===== src/rtl/exu_sched.sv =====
// -----------------------------------------------------------------------------
// exu_sched : issue/completion controller for the execute stage.
//
// Takes one instruction at a time from idu. Single-cycle ops are retired
// straight from the combinational ALU/branch path. MDU-class ops are handed to
// the iterative multiply/divide unit, and the controller waits for its result.
// Every result lands in a one-entry output slot that lsu drains over
// valid/ready. A flush discards in-flight work. An MDU op that is already
// running cannot be aborted, so its late result is swallowed in MDU_DRAIN.
//
// Ports:
//   clk_i, rst_n_i            clock (rising edge), async active-low reset
//   e_valid_i / e_ready_o     instruction handshake with idu
//   is_mdu_i                  instruction needs the MDU
//   alu_res_i/npc_i/cnd_i     combinational ALU result, next-pc, condition
//   mdu_start_o               one-cycle dispatch pulse to the MDU
//   mdu_done_i / mdu_res_i    MDU completion pulse and result
//   flush_i                   discard all in-flight work
//   e_valid_o / e_ready_i     output slot handshake with lsu
//   res_o, npc_o, cnd_o       registered result, next-pc, condition
//   busy_o                    controller not in IDLE
//   stall_cnt_o               saturating count of idu stall cycles
// -----------------------------------------------------------------------------
module exu_sched #(
  parameter int XLEN  = 32,
  parameter int PC_W  = 32,
  parameter int CNT_W = 32
) (
  input  logic             clk_i,
  input  logic             rst_n_i,
  input  logic             e_valid_i,
  output logic             e_ready_o,
  input  logic             is_mdu_i,
  input  logic [XLEN-1:0]  alu_res_i,
  input  logic [PC_W-1:0]  alu_npc_i,
  input  logic             alu_cnd_i,
  output logic             mdu_start_o,
  input  logic             mdu_done_i,
  input  logic [XLEN-1:0]  mdu_res_i,
  input  logic             flush_i,
  output logic             e_valid_o,
  input  logic             e_ready_i,
  output logic [XLEN-1:0]  res_o,
  output logic [PC_W-1:0]  npc_o,
  output logic             cnd_o,
  output logic             busy_o,
  output logic [CNT_W-1:0] stall_cnt_o
);

  localparam logic [1:0] S_IDLE      = 2'd0;
  localparam logic [1:0] S_MDU_WAIT  = 2'd1;
  localparam logic [1:0] S_MDU_DRAIN = 2'd2;

  localparam logic [CNT_W-1:0] CNT_ONE = {{(CNT_W-1){1'b0}}, 1'b1};
  localparam logic [CNT_W-1:0] CNT_MAX = {CNT_W{1'b1}};

  logic [1:0]       state_q,     state_d;
  logic             out_vld_q,   out_vld_d;
  logic [XLEN-1:0]  res_q,       res_d;
  logic [PC_W-1:0]  npc_q,       npc_d;
  logic             cnd_q,       cnd_d;
  logic [CNT_W-1:0] stall_cnt_q, stall_cnt_d;

  logic accept;

  // A new op may enter only when idle, not flushing, and the slot is either
  // empty or being drained this cycle. Gating with rst_n_i keeps ready low
  // for the whole time reset is held, not just after the first edge.
  assign e_ready_o   = rst_n_i && (state_q == S_IDLE) && !flush_i &&
                       (!out_vld_q || e_ready_i);
  assign accept      = e_valid_i && e_ready_o;
  assign mdu_start_o = accept && is_mdu_i;

  assign e_valid_o   = out_vld_q;
  assign res_o       = res_q;
  assign npc_o       = npc_q;
  assign cnd_o       = cnd_q;
  assign busy_o      = (state_q != S_IDLE);
  assign stall_cnt_o = stall_cnt_q;

  always_comb begin
    // NOTE: every signal gets a hold default first so no path leaves it
    // unassigned; otherwise synthesis infers a latch.
    state_d     = state_q;
    out_vld_d   = out_vld_q;
    res_d       = res_q;
    npc_d       = npc_q;
    cnd_d       = cnd_q;
    stall_cnt_d = stall_cnt_q;

    if (e_valid_i && !e_ready_o && (stall_cnt_q != CNT_MAX)) begin
      stall_cnt_d = stall_cnt_q + CNT_ONE;
    end

    if (flush_i) begin
      // Flush wins over everything. A running MDU op cannot be cancelled, so
      // unless its result arrives right now we wait it out in MDU_DRAIN.
      out_vld_d = 1'b0;
      case (state_q)
        S_MDU_WAIT:  state_d = mdu_done_i ? S_IDLE : S_MDU_DRAIN;
        S_MDU_DRAIN: if (mdu_done_i) state_d = S_IDLE;
        default:     state_d = S_IDLE;
      endcase
    end else begin
      // The drain clears the slot. An ALU capture below can set it again.
      if (out_vld_q && e_ready_i) begin
        out_vld_d = 1'b0;
      end
      case (state_q)
        S_IDLE: begin
          if (accept) begin
            npc_d = alu_npc_i;
            cnd_d = alu_cnd_i;
            if (is_mdu_i) begin
              state_d = S_MDU_WAIT;
            end else begin
              res_d     = alu_res_i;
              out_vld_d = 1'b1;
            end
          end
        end
        S_MDU_WAIT: begin
          if (mdu_done_i) begin
            res_d     = mdu_res_i;
            out_vld_d = 1'b1;
            state_d   = S_IDLE;
          end
        end
        S_MDU_DRAIN: begin
          if (mdu_done_i) state_d = S_IDLE;
        end
        default: state_d = S_IDLE;
      endcase
    end
  end

  // NOTE: sequential state uses non-blocking assignments so every register
  // samples the pre-edge values, with no ordering race between blocks.
  always_ff @(posedge clk_i or negedge rst_n_i) begin
    if (!rst_n_i) begin
      state_q     <= S_IDLE;
      out_vld_q   <= 1'b0;
      res_q       <= '0;
      npc_q       <= '0;
      cnd_q       <= 1'b0;
      stall_cnt_q <= '0;
    end else begin
      state_q     <= state_d;
      out_vld_q   <= out_vld_d;
      res_q       <= res_d;
      npc_q       <= npc_d;
      cnd_q       <= cnd_d;
      stall_cnt_q <= stall_cnt_d;
    end
  end

endmodule


===== config.mk =====
export PLATFORM = sky130hd
export DESIGN_NAME = exu_sched
export DESIGN_NICKNAME = d
export VERILOG_FILES = /design/src/rtl/exu_sched.sv
export SDC_FILE = /design/constraint.sdc
export NUM_CORES = 1
export LEC_CHECK = 0
export CAP_MARGIN = 20
export CORE_MARGIN = 3
export CORE_UTILIZATION = 35
export CTS_BUF_LIST = sky130_fd_sc_hd__clkbuf_8 sky130_fd_sc_hd__clkbuf_16
export DETAILED_ROUTE_END_ITERATION = 7
export MAX_ROUTING_LAYER = met4
export PLACE_DENSITY = 0.78
export RECOVER_POWER = 50
export SETUP_SLACK_MARGIN = 0.02
export SLEW_MARGIN = 20
export SYNTH_ARGS = -nofsm -noshare
export SYNTH_HDL_FRONTEND = slang
export SYNTH_SLANG_ARGS = --single-unit
export TNS_END_PERCENT = 1

===== constraint.sdc =====
create_clock -name clk_i -period 1.9 [get_ports clk_i]
set_input_delay 0.38 -clock clk_i [delete_from_list [all_inputs] [get_ports clk_i]]
set_output_delay 0.38 -clock clk_i [all_outputs]
set_load 0.005 [all_outputs]

# ---- After elaboration in Yosys (flattened, before gate mapping)
# Index checks and enable logic that the tools add are counted.
dict set report word_totals {
  register_bits 100
  inputBits 104
  output_inout_bits 101
  word_cells 52
}
dict set report classes {
  add_sub_neg 1
  eq_ne 8
  muxes 17
  bitwise 1
  reduce_logical 19
}
# cell count
set op_table {}
lappend op_table {{32-bit two-way mux} 3}
lappend op_table {{32-bit one-hot mux with 2 select lines} 1}
lappend op_table {{32-bit by 1-bit adder with 32-bit output (second input constant)} 1}
lappend op_table {{32-bit != test (second input constant)} 1}
lappend op_table {{2-bit two-way mux} 5}
lappend op_table {{1-bit logical AND} 8}
lappend op_table {{2-bit one-hot mux with 2 select lines} 2}
lappend op_table {{2-bit != test (second input constant)} 3}
lappend op_table {{3-bit != test (second input constant)} 2}
lappend op_table {{1-bit two-way mux} 5}
lappend op_table {{5-bit AND reduction} 1}
lappend op_table {{2-bit nonzero test} 2}
lappend op_table {{1-bit zero test} 3}
lappend op_table {{3-bit AND reduction} 1}
lappend op_table {{2-bit by 1-bit equality test with 1-bit output (second input constant)} 1}
lappend op_table {{2-bit equality test (second input constant)} 1}
lappend op_table {{2-bit zero test} 1}
lappend op_table {{1-bit one-hot mux with 2 select lines} 1}
lappend op_table {{2-bit AND reduction} 1}
lappend op_table {{2-bit OR reduction} 1}
lappend op_table {{1-bit logical OR} 1}
lappend op_table {{1-bit inverter} 1}

# ---- Longest topological paths before layout
# Gate-level depths: netlist of run 1.
dict set report logic_depth {
  word_depth 8
  depth_mapped 9
  depth_no_buf 7
}

# ---- Least setup slack after synthesis of run 1
# No wires, ideal clock.
dict set report synth_path {
  kind {reg-to-output}
  from {register state_q[0]}
  to {output mdu_start_o}
  arrival_time_ns 1.527
  required_ns 1.520
  setup_slack_ns -0.007
  path_stages_with_launch 8
  n_path_buf 1
  path_cell_list {dfrtp_1 -> inv_1 -> ha_1 -> nand3b_2 -> nor2_1 -> nand2_1 -> clkbuf_1 -> nor2_1}
}
dict set report synth_between {
  elab_chain_cells 6
}
# element line_no
set synth_rtl {}
lappend synth_rtl {{start: declaration} 57} ;# logic [1:0] state_q, state_d;
lappend synth_rtl {{start signal: assignment} 148} ;# state_q <= state_d;
lappend synth_rtl {{2-bit zero test} 69} ;# assign e_ready_o = rst_n_i && (state_q == S_IDLE) && !flush_i &&
lappend synth_rtl {{1-bit logical AND (3 in a row)} 69}
lappend synth_rtl {{named net e_ready_o} 32} ;# output logic e_ready_o,
lappend synth_rtl {{1-bit logical AND} 71} ;# assign accept = e_valid_i && e_ready_o;
lappend synth_rtl {{1-bit logical AND} 72} ;# assign mdu_start_o = accept && is_mdu_i;
lappend synth_rtl {{end: declaration} 37} ;# output logic mdu_start_o,
# The timed path passes the listed nets, and every way through them passes these cells.

# ---- Final worst setup path of run 1
dict set report layout_path {
  from {register state_q[1]}
  to {output mdu_start_o}
}
dict set report layout_between {
  elab_chain_cells 6
}
# element line_no
set layout_rtl {}
lappend layout_rtl {{2-bit zero test} 69}
lappend layout_rtl {{1-bit logical AND (3 in a row)} 69}
lappend layout_rtl {{1-bit logical AND} 71}
lappend layout_rtl {{1-bit logical AND} 72}
# No other way between the ends.

==> results of run 1 <==
[metrics by stage]
step	worst slack, ns	TNS, ns	hold slack, ns
global placement	-0.350	-15.50	0.456
detailed placement	-0.372	-18.72	0.462
global route	-0.0844	-0.546	0.353
floorplan	0.0236	0	0.0844
finish	0.0180	0	0.284
CTS	-0.0876	-0.101	0.173
[registers in the layout (all words and copies together) (netlist names)]
register     flops
cnd_o            1
e_valid_o        1
npc_o           32
res_o           32
stall_cnt_o     32
state_q          2
[power by group through the flow]
stage | logic, mW | registers [mW] | clock network (mW)
final | 1.83 | 2.76 | 1.67
after CTS | 1.92 | 2.78 | 1.74
after global placement | 1.86 | 2.79 | 0
after floorplan | 0.446 | 2.86 | 0
after global routing | 2.02 | 2.82 | 1.81
after detailed placement | 1.91 | 2.81 | 0
[layer usage]
layer,GRT usage,part of all wire
met1,0.217,0.39
met2,0.321,0.51
met3,0.0496,0.070
met4,0.0694,0.023
met5,-,0
[logic make-up after synthesis]
group,Yosys count
AND/OR/NAND/NOR,217
flip-flops,100
AO/OA/AOI/OAI,50
multiplexers,33
XOR/XNOR,29
buffers and inverters,26
adder cells (fa/ha/maj),5
[how the worst max path moves through the flow]
stage	slack [ns]	start	endpoint	cells after the start
floorplan	0.02	state_q[0]$_DFFE_PN0P_	mdu_start_o	7
global placement	-0.35	e_ready_i	mdu_start_o	6
detailed placement	-0.37	e_ready_i	stall_cnt_o[30]$_DFFE_PN0P_	8
CTS	-0.09	state_q[0]$_DFFE_PN0P_	mdu_start_o	7
global route	-0.08	state_q[1]$_DFFE_PN0P_	mdu_start_o	7
finish	0.02	state_q[1]$_DFFE_PN0P_	mdu_start_o	7
[worst max-delay path, stage by stage (launching register included)]
cell and delay, ns:
dfrtp_1 0.39, inv_2 0.09, ha_4 0.15, nand3b_4 0.07
nor2_1 0.14, nand2_1 0.08, nor2_1 0.10, buf_2 0.13
[area by class of cell]
type | instances | area, µm² | area share
Clock buffer | 10 | 239 | 0.0316
Clock inverter | 6 | 31.3 | 0.00414
Inverter | 7 | 26.3 | 0.00347
Multi-Input combinational cell | 334 | 2070 | 0.273
Sequential cell | 100 | 2500 | 0.331
Tap cell | 172 | 215 | 0.0285
Timing Repair Buffer | 261 | 2480 | 0.328
[what timing repair did]
item,4_1_cts,5_1_grt
endpoints found under the setup margin,17,60
resized for setup,10,14
setup buffers,0,3
cloned,0,0
pin swaps,2,4
[cells in the final DEF, fill, tap and decap left out, types with 7 or more instances in the layout]
| cell | n |
|---|---|
| nand2_1 | 147 |
| dfrtp_1 | 100 |
| and3_1 | 7 |
| nor2_1 | 9 |
| dlygate4sd3_1 | 37 |
| xor2_1 | 18 |
| buf_4 | 54 |
| clkbuf_16 | 9 |
| mux2i_1 | 32 |
| nor3_1 | 12 |
| o21ai_0 | 31 |
| xnor2_1 | 11 |
| nand3_1 | 12 |
| clkdlybuf4s50_1 | 163 |
==> results.sh, run 1 <==
export IMPL_drive_gt1_frac=0.136
export IMPL_die_h_um=121
export IMPL_power_frac_comb=0.292
export IMPL_p_total_mw=6.27
export IMPL_port_buffers=204
export IMPL_synth_nets=569
export IMPL_worstMarginPinSlew_ns=0.730
export IMPL_fmax_mhz=531
export IMPL_cts_tree="yes"
export IMPL_diodes=0
export IMPL_synthMuxAreaShare=0.0729
export IMPL_p_leak_nw=3.54
export IMPL_grt_remaining_overflow=0
export IMPL_drc=0
export IMPL_grt_pass1_wl_mm=21.3
export IMPL_wl_per_cell_um=14.9
export IMPL_hpwl_mm=10.3
export IMPL_rows=41
export IMPL_hold_viol=0
export IMPL_yosysTopAreaCell="dfrtp_1"
export IMPL_rr_endpoint="stall_cnt_o[1]$_DFFE_PN0P_"
export IMPL_ant_nets=0
export IMPL_numPlacedInstances=871
export IMPL_htreeDepth=3
export IMPL_synth_edf_count=0
export IMPL_place_congestion=0.818
export IMPL_internal_power_mw=4.58
export IMPL_synth_cells=460
export IMPL_cap_violations=0
export IMPL_worstSetupEndpointType="primary output"
export IMPL_synth_seq_area_share=0.544
export IMPL_power_density_nw_per_um2=829
export IMPL_cp_start_kind="register"
export IMPL_worst_skew_pair_late_latency_ns=0.35
export IMPL_synth_area_top_cells="dfrtp_1, nand2_1, mux2i_1"
export IMPL_final_core_util=0.595
export IMPL_clockRootBuffer="clkbuf_16"
export IMPL_synth_compound_area_frac=0.0645
export IMPL_p_switching_mw=1.69
export IMPL_ys_types=44
export IMPL_synth_top_area_frac=0.544
export IMPL_firstDrtPassIters=4
export IMPL_vias_per_cell=4.78
export IMPL_finalCritPeriodShare=0.991
export IMPL_layout_nets=822
export IMPL_crit_type="register to primary output"
export IMPL_dpl_cell_area_um2=7220
export IMPL_synth_xor_area_frac=0.0553
export IMPL_drv_slew=0
export IMPL_worstRegToRegCells=5
export IMPL_antenna_found_initial=0
export IMPL_grt_util_all_layers=0.189
export IMPL_worstPathArrival_ns=1.50
export IMPL_synth_fa_ha_area_frac=0.0136
export IMPL_status="finished clean"
export IMPL_synthTopCellsByCount="nand2_1, dfrtp_1, o21ai_0"
export IMPL_synth_simple_area_share=0.227
export IMPL_die_x_um=121
export IMPL_fin_skew_ns=0.00716
export IMPL_grt_max_degree=65
export IMPL_ys_flop_type="dfrtp_1"
export IMPL_pwr_share_seq=0.441
export IMPL_clk_pin_slew_ns=0.06
export IMPL_avgSynthCellArea_um2=9.99
export IMPL_dr_first_iter_drc_count=146
export IMPL_crit_required_ns=1.52
export IMPL_crit_fanout=2
export IMPL_rsz0062_at_grt="true"
export IMPL_die_area_um2=14500
export IMPL_coreArea_um2=12700
export IMPL_slew_headroom=0.514
export IMPL_post_route_min_period_ns=1.88
export IMPL_synth_most_common_cell="nand2_1"
export IMPL_grt_pass1_vias=4477
export IMPL_r2r_start="stall_cnt_o[0]$_DFFE_PN0P_"
export IMPL_ioPinCount=205
export IMPL_setup_viol=0
export IMPL_fillers=1133
export IMPL_area_growth_pct=64.5
export IMPL_synth_top_family_by_area="simple AND/OR/NAND/NOR gates"
export IMPL_numCtsBuffers=9
export IMPL_clockBufferDepth=2
export IMPL_drt_total_wl_mm=13.3
export IMPL_cts_sinks=100
export IMPL_irDropWorstVdd_v=0.000455
export IMPL_ys_ff_latch=100
export IMPL_post_route_cell_area_um2=7560
export IMPL_start_util=0.361
export IMPL_hp_class="primary input to async pin"
export IMPL_cts_hold_buf=0
export IMPL_async_flop_share=1.00
export IMPL_ys_warn_count=0
export IMPL_routed_via_count=4258
export IMPL_final_cell_count_no_fill=890
export IMPL_worst_r2r_setup_slack_ns=0.05
export IMPL_power_share_switching=0.269
export IMPL_synth_area_um2=4600
export IMPL_clkPwrFrac=0.267
Power figures use the tool's default switching activity.
==> inputs of run 2 (changes only) <==
--- a/config.mk
+++ b/config.mk
@@ -13,7 +13,6 @@
 export MAX_ROUTING_LAYER = met4
 export PLACE_DENSITY = 0.78
 export RECOVER_POWER = 50
-export SETUP_SLACK_MARGIN = 0.02
 export SLEW_MARGIN = 20
 export SYNTH_ARGS = -nofsm -noshare
 export SYNTH_HDL_FRONTEND = slang
==> results.sh, run 2 (same netlist as run 1, synthesis figures left out) <==
export IMPL_fillers=1136
export IMPL_ant_nets=0
export IMPL_slew_headroom=0.515
export IMPL_power_share_switching=0.269
export IMPL_rows=41
export IMPL_hp_class="primary input to async pin"
export IMPL_dr_max_layer_used="met4"
export IMPL_cp_start_kind="register"
export IMPL_crit_type="register to primary output"
export IMPL_clockRootBuffer="clkbuf_16"
export IMPL_htreeDepth=3
export IMPL_dr_wl_met2_mm=6.79
export IMPL_clockBufferDepth=2
export IMPL_vias_per_cell=4.76
export IMPL_drc=0
export IMPL_power_density_nw_per_um2=829
export IMPL_fmax_mhz=532
export IMPL_wl_met1_mm=5.30
export IMPL_cpPeakStageDelay_ns=0.39
export IMPL_clkPwrFrac=0.266
export IMPL_dpl_cell_area_um2=7220
export IMPL_internal_power_mw=4.58
export IMPL_cts_sinks=100
export IMPL_whs_ns=0.283
export IMPL_irDropWorstVdd_v=0.000457
export IMPL_routed_via_count=4239
export IMPL_die_h_um=121
export IMPL_start_util=0.361
export IMPL_worstPathArrival_ns=1.50
export IMPL_grt_util_all_layers=0.189
export IMPL_drt_total_wl_mm=13.3
export IMPL_grt_remaining_overflow=0
export IMPL_cts_tree="yes"
export IMPL_p_switching_mw=1.69
export IMPL_port_buffers=204
export IMPL_path_common_cell="nor2_1"
export IMPL_crit_slowest_cell="dfrtp_1"
export IMPL_ioPinCount=205
export IMPL_drive_gt1_frac=0.136
export IMPL_post_route_cell_area_um2=7560
export IMPL_cap_violations=0
export IMPL_mostFrequentLayoutCells="clkdlybuf4s50_1, nand2_1, dfrtp_1"
export IMPL_path_delay_family="flip-flops"
export IMPL_crit_required_ns=1.52
export IMPL_p_leak_nw=3.53
export IMPL_seq_area_um2=2500
export IMPL_grt_max_degree=65
export IMPL_dr_first_iter_drc_count=137
export IMPL_cts_hold_buf=0
export IMPL_hold_viol=0
export IMPL_die_x_um=121
export IMPL_diodes=0
export IMPL_worst_skew_pair_late_latency_ns=0.35
export IMPL_grt_pass1_wl_mm=21.3
export IMPL_die_area_um2=14500
export IMPL_multiInputGateArea_um2=2060
export IMPL_antenna_found_initial=0
export IMPL_status="finished clean"
export IMPL_post_route_min_period_ns=1.88
export IMPL_firstDrtPassIters=4
export IMPL_wl_per_cell_um=14.9
export IMPL_finalCritPeriodShare=0.989
export IMPL_hpwl_mm=10.3
export IMPL_grt_pass1_vias=4479
export IMPL_coreArea_um2=12700
export IMPL_layout_nets=822
export IMPL_place_congestion=0.818
export IMPL_worst_path_buf_inv=2
export IMPL_worstSetupEndpointType="primary output"
export IMPL_clk_pin_slew_ns=0.06
export IMPL_worstMarginPinSlew_ns=0.728
export IMPL_final_common_cell="clkdlybuf4s50_1"
export IMPL_rsz0062_at_grt="true"
export IMPL_drv_slew=0
export IMPL_worstPathCellList="inv_2, ha_4, nand3b_4, nor2_1, nand2_1, nor2_1, buf_2"
export IMPL_area_growth_pct=64.4
export IMPL_power_frac_comb=0.292
export IMPL_setup_viol=0
export IMPL_fin_skew_ns=0.00757
export IMPL_pwr_share_seq=0.441
export IMPL_numCtsBuffers=9
export IMPL_crit_fanout=2
export IMPL_met3WireLength_um=894
export IMPL_p_total_mw=6.27
==> run 2: worst register-to-register path: cells and delay by family (launching register included) <==
kind / cells / cell delay (ns)
simple gates: 2 / 0.39
mux: 1 / 0.34
compound gates: 1 / 0.39
flops: 1 / 0.39
fa+ha+maj: 1 / 0.23
==> run 2: power groups by stage <==
stage	combinational, mW	sequential [mW]	clock [mW]
final	1.83	2.76	1.67
after detailed placement	1.91	2.81	0
after global routing	2.02	2.82	1.81
after floorplan	0.446	2.86	0
after global placement	1.86	2.79	0
after CTS	1.92	2.78	1.74
==> run 2: layout make-up <==
type	count	share of cell area
Multi-Input combinational cell	334	0.272
Timing Repair Buffer	261	0.329
Sequential cell	100	0.331
Tap cell	172	0.0285
Inverter	7	0.00348
Clock buffer	10	0.0316
Clock inverter	6	0.00414
==> run 2: metal layers <==
layer  GRT usage  vias up
li1            -     2059
met1       0.217     2012
met2       0.321      143
met3      0.0496       25
met4      0.0694        0
met5           -        -
==> run 2: final timing paths <==
path	cells after the start	slack [ns]	end	startpoint
worst max-delay path	7	0.02	mdu_start_o	state_q[1]$_DFFE_PN0P_
worst min-delay path	2	0.28	e_valid_o$_DFF_PN0_	rst_n_i
worst max register to register	5	0.05	stall_cnt_o[1]$_DFFE_PN0P_	stall_cnt_o[0]$_DFFE_PN0P_
worst min register to register	2	0.47	npc_o[9]$_DFFE_PN0P_	npc_o[9]$_DFFE_PN0P_
max in group asynchronous	3	0.42	res_o[16]$_DFFE_PN0P_	rst_n_i
min in group clk_i	2	0.47	npc_o[9]$_DFFE_PN0P_	npc_o[9]$_DFFE_PN0P_
==> run 2: metrics by stage <==
step	TNS, ns	cells	utilization	setup WS (ns)
after global routing	-0.553	890	0.594	-0.0844
after floorplan	0	460	-	0.0236
after detailed placement	-18.72	871	0.568	-0.372
final	0	890	0.594	0.0201
after global placement	-15.50	871	0.568	-0.350
after CTS	-0.101	887	0.590	-0.0876
==> run 2: timing repair <==
action | CTS | global route
endpoints found under the setup margin | 6 | 58
pin swaps | 0 | 4
hold endpoints to repair | 0 | 0
gates resized for setup | 10 | 14
buffers inserted | 0 | 3
==> inputs of run 3 (changes only) <==
--- a/config.mk
+++ b/config.mk
@@ -5,13 +5,14 @@
 export SDC_FILE = /design/constraint.sdc
 export NUM_CORES = 1
 export LEC_CHECK = 0
+export ABC_AREA = 1
 export CAP_MARGIN = 20
 export CORE_MARGIN = 3
 export CORE_UTILIZATION = 35
 export CTS_BUF_LIST = sky130_fd_sc_hd__clkbuf_8 sky130_fd_sc_hd__clkbuf_16
 export DETAILED_ROUTE_END_ITERATION = 7
 export MAX_ROUTING_LAYER = met4
-export PLACE_DENSITY = 0.78
+export PLACE_DENSITY = 0.75
 export RECOVER_POWER = 50
 export SLEW_MARGIN = 20
 export SYNTH_ARGS = -nofsm -noshare
==> results.sh, run 3 <==
export IMPL_finalWorstSetupSlack_ns=0.0161
export IMPL_fmax_mhz=531
export IMPL_yosysTopAreaCell="dfrtp_1"
export IMPL_synth_nets=717
export IMPL_mostFrequentLayoutCells="nand2_1, clkdlybuf4s50_1, dfrtp_1"
export IMPL_hpwl_mm=10.8
export IMPL_place_congestion=0.918
export IMPL_cts_tree="yes"
export IMPL_worstPathArrival_ns=1.50
export IMPL_whs_ns=0.228
export IMPL_htreeDepth=3
export IMPL_start_util=0.363
export IMPL_ioPinCount=205
export IMPL_synth_most_common_cell="nand2_1"
export IMPL_drc=0
export IMPL_avgSynthCellArea_um2=8.81
export IMPL_synth_seq_area_share=0.467
export IMPL_hp_class="primary input to async pin"
export IMPL_worstSetupEndpointType="primary output"
export IMPL_die_h_um=130
export IMPL_power_share_switching=0.304
export IMPL_slew_headroom=0.485
export IMPL_clockRootBuffer="clkbuf_16"
export IMPL_irDropWorstVdd_v=0.000570
export IMPL_vias_per_cell=4.74
export IMPL_pwr_share_seq=0.343
export IMPL_diodes=0
export IMPL_antenna_found_initial=0
export IMPL_finalCritPeriodShare=0.992
export IMPL_cts_hold_buf=0
export IMPL_rr_endpoint="res_o[11]$_DFFE_PN0P_"
export IMPL_fillers=1341
export IMPL_grt_max_degree=61
export IMPL_drt_total_wl_mm=14.4
export IMPL_worst_skew_pair_late_latency_ns=0.35
export IMPL_place_ws_ns=-0.223
export IMPL_drive_gt1_frac=0.161
export IMPL_routed_via_count=4851
export IMPL_grt_util_all_layers=0.179
export IMPL_worstRegToRegCells=9
export IMPL_ys_types=29
export IMPL_rows=44
export IMPL_synth_area_top_cells="dfrtp_1, nand2_1, mux2_2"
export IMPL_clockBufferDepth=2
export IMPL_ys_warn_count=0
export IMPL_hold_viol=0
export IMPL_clk_pin_slew_ns=0.07
export IMPL_post_route_cell_area_um2=8120
export IMPL_grt_remaining_overflow=0
export IMPL_final_common_cell="nand2_1"
export IMPL_dr_first_iter_drc_count=195
export IMPL_numCtsBuffers=9
export IMPL_cts_sinks=100
export IMPL_layout_nets=943
export IMPL_fin_skew_ns=0.00402
export IMPL_synth_top_area_frac=0.467
export IMPL_firstDrtPassIters=5
export IMPL_crit_type="register to primary output"
export IMPL_grt_pass1_vias=4775
export IMPL_die_area_um2=16800
export IMPL_ys_flop_type="dfrtp_1"
export IMPL_crit_required_ns=1.52
export IMPL_power_density_nw_per_um2=1180
export IMPL_wl_per_cell_um=14.0
export IMPL_worst_r2r_setup_slack_ns=0.11
export IMPL_synth_area_um2=5360
export IMPL_die_x_um=130
export IMPL_rsz0062_at_grt="true"
export IMPL_internal_power_mw=6.66
export IMPL_cp_start_kind="register"
export IMPL_grt_pass1_wl_mm=23.0
export IMPL_status="finished clean"
export IMPL_area_growth_pct=51.6
export IMPL_synth_edf_count=0
export IMPL_power_frac_comb=0.433
export IMPL_p_leak_nw=3.60
export IMPL_dpl_cell_area_um2=7740
export IMPL_p_switching_mw=2.91
export IMPL_clkPwrFrac=0.224
export IMPL_async_flop_share=1.00
export IMPL_drv_slew=0
export IMPL_cap_violations=0
export IMPL_crit_fanout=2
export IMPL_port_buffers=204
export IMPL_r2r_start="state_q[1]$_DFFE_PN0P_"
export IMPL_synth_cells=608
export IMPL_worstMarginPinSlew_ns=0.773
export IMPL_synthTopCellsByCount="nand2_1, dfrtp_1, nor2_1"
export IMPL_post_route_min_period_ns=1.88
export IMPL_ant_nets=0
export IMPL_ys_ff_latch=100
export IMPL_coreArea_um2=14800
export IMPL_setup_viol=0
==> run 3: cell count changes after synthesis, moves of 9 or more <==
cell	change
mux2_2	+33
nor2_1	+42
o21ai_0	-23
clkbuf_1	-11
nor3_1	-9
buf_6	+10
inv_1	+31
o21ai_2	+33
nand2_1	+81
xor2_1	-12
nand3_1	+11
==> run 3: cell type report <==
| class | count | area, µm² | share of cell area |
|---|---|---|---|
| Sequential cell | 100 | 2500 | 0.308 |
| Multi-Input combinational cell | 451 | 2580 | 0.318 |
| Tap cell | 184 | 230 | 0.0284 |
| Clock buffer | 9 | 225 | 0.0277 |
| Timing Repair Buffer | 233 | 2310 | 0.284 |
| Clock inverter | 7 | 120 | 0.0148 |
| Inverter | 39 | 149 | 0.0183 |
==> run 3: critical path, stage by stage, from the launching register on <==
cell	delay, ns
dfrtp_1	0.39
inv_2	0.08
ha_4	0.16
nand2_4	0.06
nor2_4	0.11
nand2_2	0.07
inv_2	0.07
nand3_2	0.06
inv_1	0.05
buf_2	0.10
==> run 3: how the worst max path moves through the flow <==
stage                                start                     to  slack, ns  depth (start not counted)
detailed placement                 flush_i            mdu_start_o      -0.22                          7
CTS                 state_q[1]$_DFFE_PN0P_            mdu_start_o       -0.1                          9
floorplan           state_q[0]$_DFFE_PN0P_  res_o[15]$_DFFE_PN0P_       0.15                         10
global placement                   flush_i            mdu_start_o      -0.21                          7
global route        state_q[0]$_DFFE_PN0P_            mdu_start_o      -0.06                          9
finish              state_q[0]$_DFFE_PN0P_            mdu_start_o       0.02                          9
==> run 3: repair_timing <==
| item | in CTS | in global routing |
|---|---|---|
| endpoints found under the hold margin | 0 | 0 |
| buffers inserted | 0 | 1 |
| pin swaps | 1 | 3 |
| gates resized for setup | 11 | 9 |
| setup endpoints to repair | 3 | 24 |
==> run 3: power groups by stage <==
stage / registers [mW] / clock network (mW) / logic, mW
after global routing: 3.39 / 2.30 / 4.50
after CTS: 3.29 / 2.21 / 4.19
after floorplan: 3.37 / 0 / 1.81
final: 3.28 / 2.15 / 4.14
after global placement: 3.28 / 0 / 4.11
after detailed placement: 3.31 / 0 / 4.16
==> run 3: metal layers <==
metal,GRT usage,wire length (µm),vias to the layer above
met5,-,0,-
met4,0.0715,360,0
met3,0.0471,1110,22
met2,0.281,6760,190
met1,0.220,6140,2243
li1,-,-,2396
==> run 3: cells by family after synthesis <==
kind of cell | count (synthesis) | share of synthesized area
AOI/OAI and AO/OA | 47 | 0.0682
DFF | 100 | 0.467
xor gates and xnor gates | 11 | 0.0180
muxes | 65 | 0.129
and+or+nand+nor | 323 | 0.250
adders and majority gates | 5 | 0.0117
buffers and inverters | 57 | 0.0561
==> run 3: through the flow <==
stage | power, mW | std cells | TNS [ns] | utilization
floorplan | 5.18 | 608 | 0 | -
finish | 9.57 | 1023 | 0 | 0.550
global route | 10.2 | 1023 | -0.0778 | 0.550
detailed placement | 7.47 | 1007 | -1.85 | 0.525
global placement | 7.39 | 1007 | -1.40 | 0.525
CTS | 9.69 | 1023 | -0.0958 | 0.549
